<file path="config.mk">
export PLATFORM = sky130hd
export DESIGN_NAME = key_event_arbiter
export DESIGN_NICKNAME = d
export VERILOG_FILES = /design/src/rtl/key_event_arbiter.sv
export SDC_FILE = /design/constraint.sdc
export NUM_CORES = 1
export LEC_CHECK = 0
export ABC_CLOCK_PERIOD_IN_PS = 2400
export BUFFER_PORTS_ARGS = -buffer_cell sky130_fd_sc_hd__buf_4
export CAP_MARGIN = 30
export CORE_ASPECT_RATIO = 1.1
export CORE_MARGIN = 3
export CORE_UTILIZATION = 35
export DETAILED_ROUTE_END_ITERATION = 8
export PLACE_DENSITY = 0.57
export SLEW_MARGIN = 20
export SYNTH_ARGS = -nofsm -noshare
export SYNTH_HDL_FRONTEND = slang
export SYNTH_SLANG_ARGS = --single-unit
export TNS_END_PERCENT = 100
</file>
<file path="constraint.sdc">
create_clock -name sys_clk -period 2.4 [get_ports sys_clk]
set_input_delay 0.24 -clock sys_clk [delete_from_list [all_inputs] [get_ports sys_clk]]
set_output_delay 0.24 -clock sys_clk [all_outputs]
set_load 0.02 [all_outputs]
</file>
<file path="src/rtl/key_event_arbiter.sv">
// key_event_arbiter
// Purpose: captures one-cycle press pulses from a bank of key filters, holds
// each press as a pending request, and hands the requests one at a time to a
// downstream consumer over a valid/ready handshake in round-robin order.
// A press that lands on an already-pending request is merged and flagged.
//
// Optional build macro: KEY_ARB_LOST_CNT_EN
//   When defined, adds lost_cnt[7:0], a saturating count of merged presses
//   (at most one per cycle). When undefined the port and logic are absent.
//
// Ports:
//   sys_clk    in   system clock
//   sys_rst    in   asynchronous active-high reset
//   key_pulse  in   [KEY_NUM-1:0] one-cycle press pulses, bit i = key i
//   evt_valid  out  event available (registered)
//   evt_ready  in   consumer accepts when evt_valid && evt_ready
//   evt_idx    out  [IDX_W-1:0] key index of the current event (registered)
//   pending    out  [KEY_NUM-1:0] registered pending-request vector
//   evt_lost   out  sticky flag: a press was merged into a pending request
//   clr_lost   in   synchronous clear of evt_lost (a new loss wins)
//   lost_cnt   out  [7:0] merged-press counter (KEY_ARB_LOST_CNT_EN only)
module key_event_arbiter #(
  parameter int KEY_NUM = 4,
  parameter int IDX_W   = 2
) (
  input  logic               sys_clk,
  input  logic               sys_rst,
  input  logic [KEY_NUM-1:0] key_pulse,
  output logic               evt_valid,
  input  logic               evt_ready,
  output logic [IDX_W-1:0]   evt_idx,
  output logic [KEY_NUM-1:0] pending,
  output logic               evt_lost,
  input  logic               clr_lost
`ifdef KEY_ARB_LOST_CNT_EN
  ,
  output logic [7:0]         lost_cnt
`endif
);

  typedef enum logic {EMPTY = 1'b0, FULL = 1'b1} state_t;

  state_t             state_r, state_nx_s;
  logic [IDX_W-1:0]   idx_r, idx_nx_s;
  logic [IDX_W-1:0]   ptr_r, ptr_nx_s;
  logic [KEY_NUM-1:0] pend_r, pend_nx_s;
  logic               lost_r, lost_nx_s;

  logic               hit_s;
  logic [IDX_W-1:0]   gidx_s;
  logic [IDX_W:0]     pos_s;
  logic               load_s;
  logic               grant_s;
  logic [KEY_NUM-1:0] gvec_s;
  logic               lost_any_s;

  localparam logic [KEY_NUM-1:0] ONE_HOT0 = {{(KEY_NUM-1){1'b0}}, 1'b1};

`ifdef KEY_ARB_LOST_CNT_EN
  logic [7:0] cnt_r, cnt_nx_s;
`endif

  // Round-robin scan of the registered pending vector starting at ptr.
  // The wrap is done against KEY_NUM so indices >= KEY_NUM never appear.
  always_comb begin
    hit_s  = 1'b0;
    gidx_s = {IDX_W{1'b0}};
    pos_s  = {(IDX_W+1){1'b0}};
    for (int k = 0; k < KEY_NUM; k++) begin
      pos_s = {1'b0, ptr_r} + (IDX_W+1)'(k);
      if (pos_s >= (IDX_W+1)'(KEY_NUM)) begin
        pos_s = pos_s - (IDX_W+1)'(KEY_NUM);
      end else begin
        pos_s = pos_s;
      end
      if (!hit_s && pend_r[pos_s[IDX_W-1:0]]) begin
        hit_s  = 1'b1;
        gidx_s = pos_s[IDX_W-1:0];
      end else begin
        hit_s  = hit_s;
      end
    end
  end

  // Next-state for the output register FSM, pending vector, pointer and flags.
  always_comb begin
    state_nx_s = state_r;
    idx_nx_s   = idx_r;
    ptr_nx_s   = ptr_r;
    // The output register can take a new event when empty or being drained.
    load_s     = (state_r == EMPTY) || evt_ready;
    grant_s    = load_s && hit_s;
    gvec_s     = grant_s ? (ONE_HOT0 << gidx_s) : {KEY_NUM{1'b0}};
    // A pulse on the key being granted re-arms it rather than being lost.
    pend_nx_s  = (pend_r & ~gvec_s) | key_pulse;
    lost_any_s = |(key_pulse & pend_r & ~gvec_s);

    case (state_r)
      EMPTY: state_nx_s = hit_s ? FULL : EMPTY;
      FULL: begin
        if (evt_ready) begin
          state_nx_s = hit_s ? FULL : EMPTY;
        end else begin
          state_nx_s = FULL;
        end
      end
      default: state_nx_s = EMPTY;
    endcase

    if (grant_s) begin
      idx_nx_s = gidx_s;
      ptr_nx_s = (gidx_s == IDX_W'(KEY_NUM-1)) ? {IDX_W{1'b0}}
                                                : gidx_s + IDX_W'(1'b1);
    end else begin
      idx_nx_s = idx_r;
      ptr_nx_s = ptr_r;
    end

    if (lost_any_s) begin
      lost_nx_s = 1'b1;
    end else if (clr_lost) begin
      lost_nx_s = 1'b0;
    end else begin
      lost_nx_s = lost_r;
    end
  end

  // State, pending, pointer and sticky-flag registers.
  always_ff @(posedge sys_clk or posedge sys_rst) begin
    if (sys_rst) begin
      state_r <= EMPTY;
      idx_r   <= {IDX_W{1'b0}};
      ptr_r   <= {IDX_W{1'b0}};
      pend_r  <= {KEY_NUM{1'b0}};
      lost_r  <= 1'b0;
    end else begin
      state_r <= state_nx_s;
      idx_r   <= idx_nx_s;
      ptr_r   <= ptr_nx_s;
      pend_r  <= pend_nx_s;
      lost_r  <= lost_nx_s;
    end
  end

`ifdef KEY_ARB_LOST_CNT_EN
  // Saturating merged-press counter; one step per cycle, increment beats clear.
  always_comb begin
    if (lost_any_s) begin
      cnt_nx_s = (cnt_r == 8'hFF) ? cnt_r : cnt_r + 8'd1;
    end else if (clr_lost) begin
      cnt_nx_s = 8'd0;
    end else begin
      cnt_nx_s = cnt_r;
    end
  end

  // Merged-press counter register.
  always_ff @(posedge sys_clk or posedge sys_rst) begin
    if (sys_rst) begin
      cnt_r <= 8'd0;
    end else begin
      cnt_r <= cnt_nx_s;
    end
  end

  assign lost_cnt = cnt_r;
`endif

  assign evt_valid = (state_r == FULL);
  assign evt_idx   = idx_r;
  assign pending   = pend_r;
  assign evt_lost  = lost_r;

endmodule

</file>
==> flow_summary_export.csv <==
group,metric,value,unit
run_status,outcome,"finished, final reports clean",
cells_and_area,diodes,0,
logic_synthesis,yosysMostFrequentCell,"dfrtp_1",
sta,layout_setup_ws,0.331,ns
logic_synthesis,ys_top_cells_by_count,"10 x dfrtp_1, 7 x nand2_1",
cts,cts_root_buf,"clkbuf_4",
die,fp.dieH,47.9,um
cells_and_area,fin_nets,86,
cells_and_area,fin_area,724,sq um
critical_path,crit_path_end_kind,"flop",
cts,cts_buffer_depth,2,
die,design.portCount,16,
route,routed_wl,1240,um
sta,finalCritPeriodShare,86.2,%
logic_synthesis,synth_edf_count,0,
global_routing,grt_max_degree,11,
sta,finalCriticalPeriod,2.07,ns
route,first_pass_iters,2,
logic_synthesis,synthFlopType,"dfrtp_1",
die,rows,14,
logic_synthesis,synth_area_leaders,"dfrtp_1 45%, ha_1 8.9%, a21o_1 5.4%, mux2_4 5.4%, nand2_1 4.7%",
global_routing,antenna_found_initial,0,
logic_synthesis,synth_top_area_share,44.7,%
placed_design,io_buffers,15,
cells_and_area,area_delta_synth_final,29.5,%
logic_synthesis,syn_nets,65,
cells_and_area,multi_input_area,294,sq um
sta,setup_viol,0,
logic_synthesis,synthCells,53,
logic_synthesis,avgSynthCellArea,10.6,sq um
power,irDropWorstVdd,0.590,mV
cts,clkTransAtPathRegs,0.07,ns
route,viasPerCell,5.03,
route,num_vias,443,
sta,hold_violations,0,
route,ant_nets,0,
global_routing,overflow,0,
global_routing,grt_pass1_vias,407,
cts,cts_sinks,10,
placed_design,preCtsSetupSlack,0.351,ns
sta,relSlewSlack,71.3,%
route,post_drt_wl_per_cell,14.0,um
cts,cts-resized-gates,0,
critical_path,critPathRequiredTime,2.54,ns
global_routing,grt_pass1_wl,1860,um
logic_synthesis,ys_types,21,
logic_synthesis,yosys.area.top_type,"dfrtp_1",
worst_hold_path,min_path_type,"in -> reg",
sta,tns,0,ns
power,power_density,1210,mW/mm^2
critical_path,crit_type,"reg -> reg",
cts,cts_made_buffers,3,
sta,slew_viol_final,0,
cts,postCtsSetupRepairBufs,0,
critical_path,worstPathMaxFanout,6,
route,drc_errors,0,
worst_hold_path,min_path_cells,2,
placed_design,placed_area,692,sq um
logic_synthesis,async_reset_ff_share,100,%
placed_design,gp_congestion,0.679,
logic_synthesis,syn_area,559,sq um
run,drv_cap,0,
die,initial_core_util,38.9,%
global_routing,grtUsageTotal,13.1,%
critical_path,cp-start-kind,"flop",
cts,htree_levels,1,
power,totalPowerFinal,0.876,mW
cts,clkLatencyLatePin,0.27,ns
cts,ctsHoldBuffers,1,
logic_synthesis,seq_area_frac_synth,44.7,%
cts,cts_tree,"yes",
sta,finClkSkew,0.00444,ns
die,fp.dieW,44.1,um
die,coreArea,0.00144,sq mm
route,drt_iter0_drc,2,
cells_and_area,drive_above_1_share,34.7,%
power,p_leak,0.343,nW
sta,worstMarginPinSlew,0.431,ns
logic_synthesis,ys_ff_latch,10,
cells_and_area,ff_latch_area,250,sq um
critical_path,cp.arrival,2.21,ns
critical_path,r2r_cells,8,
die,dieArea,0.00211,sq mm
logic_synthesis,ys_warn_count,0,
cells_and_area,nFillCells,141,
sta,grt_setup_unrepaired,"no",
sta,timing.fmax,483,MHz
[per-stage QoR]
step           std cells  util [%]  hold WS [ns]
2_1_floorplan         53         -        0.0802
3_5_place_dp          84      48.2         0.257
3_3_place_gp          84      48.2         0.266
5_1_grt               88      50.4         0.163
4_1_cts               88      50.4         0.161
6_report              88      50.4         0.161
[state kept, by name (all words and copies together) (netlist names)]
signal / cells
evt_idx: 2
evt_lost: 1
evt_valid: 1
pending: 4
ptr_r: 2
[layout by cell type, fill, tap and decap left out, types with 3 or more instances in the layout]
cell type / count
buf_4: 15
dfrtp_1: 10
nand2_1: 7
nand2b_1: 4
inv_1: 4
a21o_1: 4
ha_1: 4
nand3_1: 3
clkbuf_4: 3
[kinds of logic (layout without fill, tap and decap cells)]
| kind of cell | after synthesis | in the layout | share of synthesized area, % |
|---|---|---|---|
| DFF | 10 | 10 | 44.7 |
| AOI/OAI and AO/OA | 12 | 12 | 17.0 |
| muxes | 2 | 2 | 5.37 |
| and+or+nand+nor | 21 | 21 | 21.3 |
| adders and majority gates | 4 | 4 | 8.95 |
| buffers and inverters | 4 | 23 | 2.68 |
[cell type report]
| class | instances | area share (%) |
|---|---|---|
| multi-input cells | 39 | 40.6 |
| repair buffers | 16 | 16.9 |
| inverters | 4 | 2.07 |
| flip-flops and latches | 10 | 34.5 |
| well taps | 16 | 2.76 |
| clock buffers | 3 | 3.11 |
[worst max-delay path, cell delays in order (launching register included)]
cell and delay [ns]:
dfrtp_1 0.44, nor2b_1 0.17, a21o_1 0.16, a221oi_2 0.36, and2_2 0.22, ha_1 0.17
nand2_1 0.09, a32oi_1 0.22, nand4_1 0.11
[routing by layer]
layer	wire length (um)	vias up	GRT usage (%)
li1	-	225	-
met1	634	208	18.3
met2	523	6	16.3
met3	40	4	3.76
met4	37	0	10.8
met5	0	-	0
[power breakdown]
group	internal (mW)	switching, mW
Sequential	0.229	0.0795
Clock	0.0580	0.0599
Combinational	0.219	0.230
Total	0.507	0.369
[path summary, 6_finish.rpt]
path	from	to	slack, ns
setup / recovery	pending[2]$_DFF_PP0_	evt_lost$_DFFE_PP0P_	0.33
hold / removal	key_pulse[0]	pending[0]$_DFF_PP0_	0.16
setup reg to reg	pending[2]$_DFF_PP0_	evt_lost$_DFFE_PP0P_	0.33
hold reg to reg	evt_idx[1]$_DFFE_PP0P_	evt_idx[1]$_DFFE_PP0P_	0.51
max in group asynchronous	sys_rst	ptr_r[1]$_DFFE_PP0P_	1.58
min in group asynchronous	sys_rst	pending[1]$_DFF_PP0_	0.52
Power figures use the tool's default switching activity.
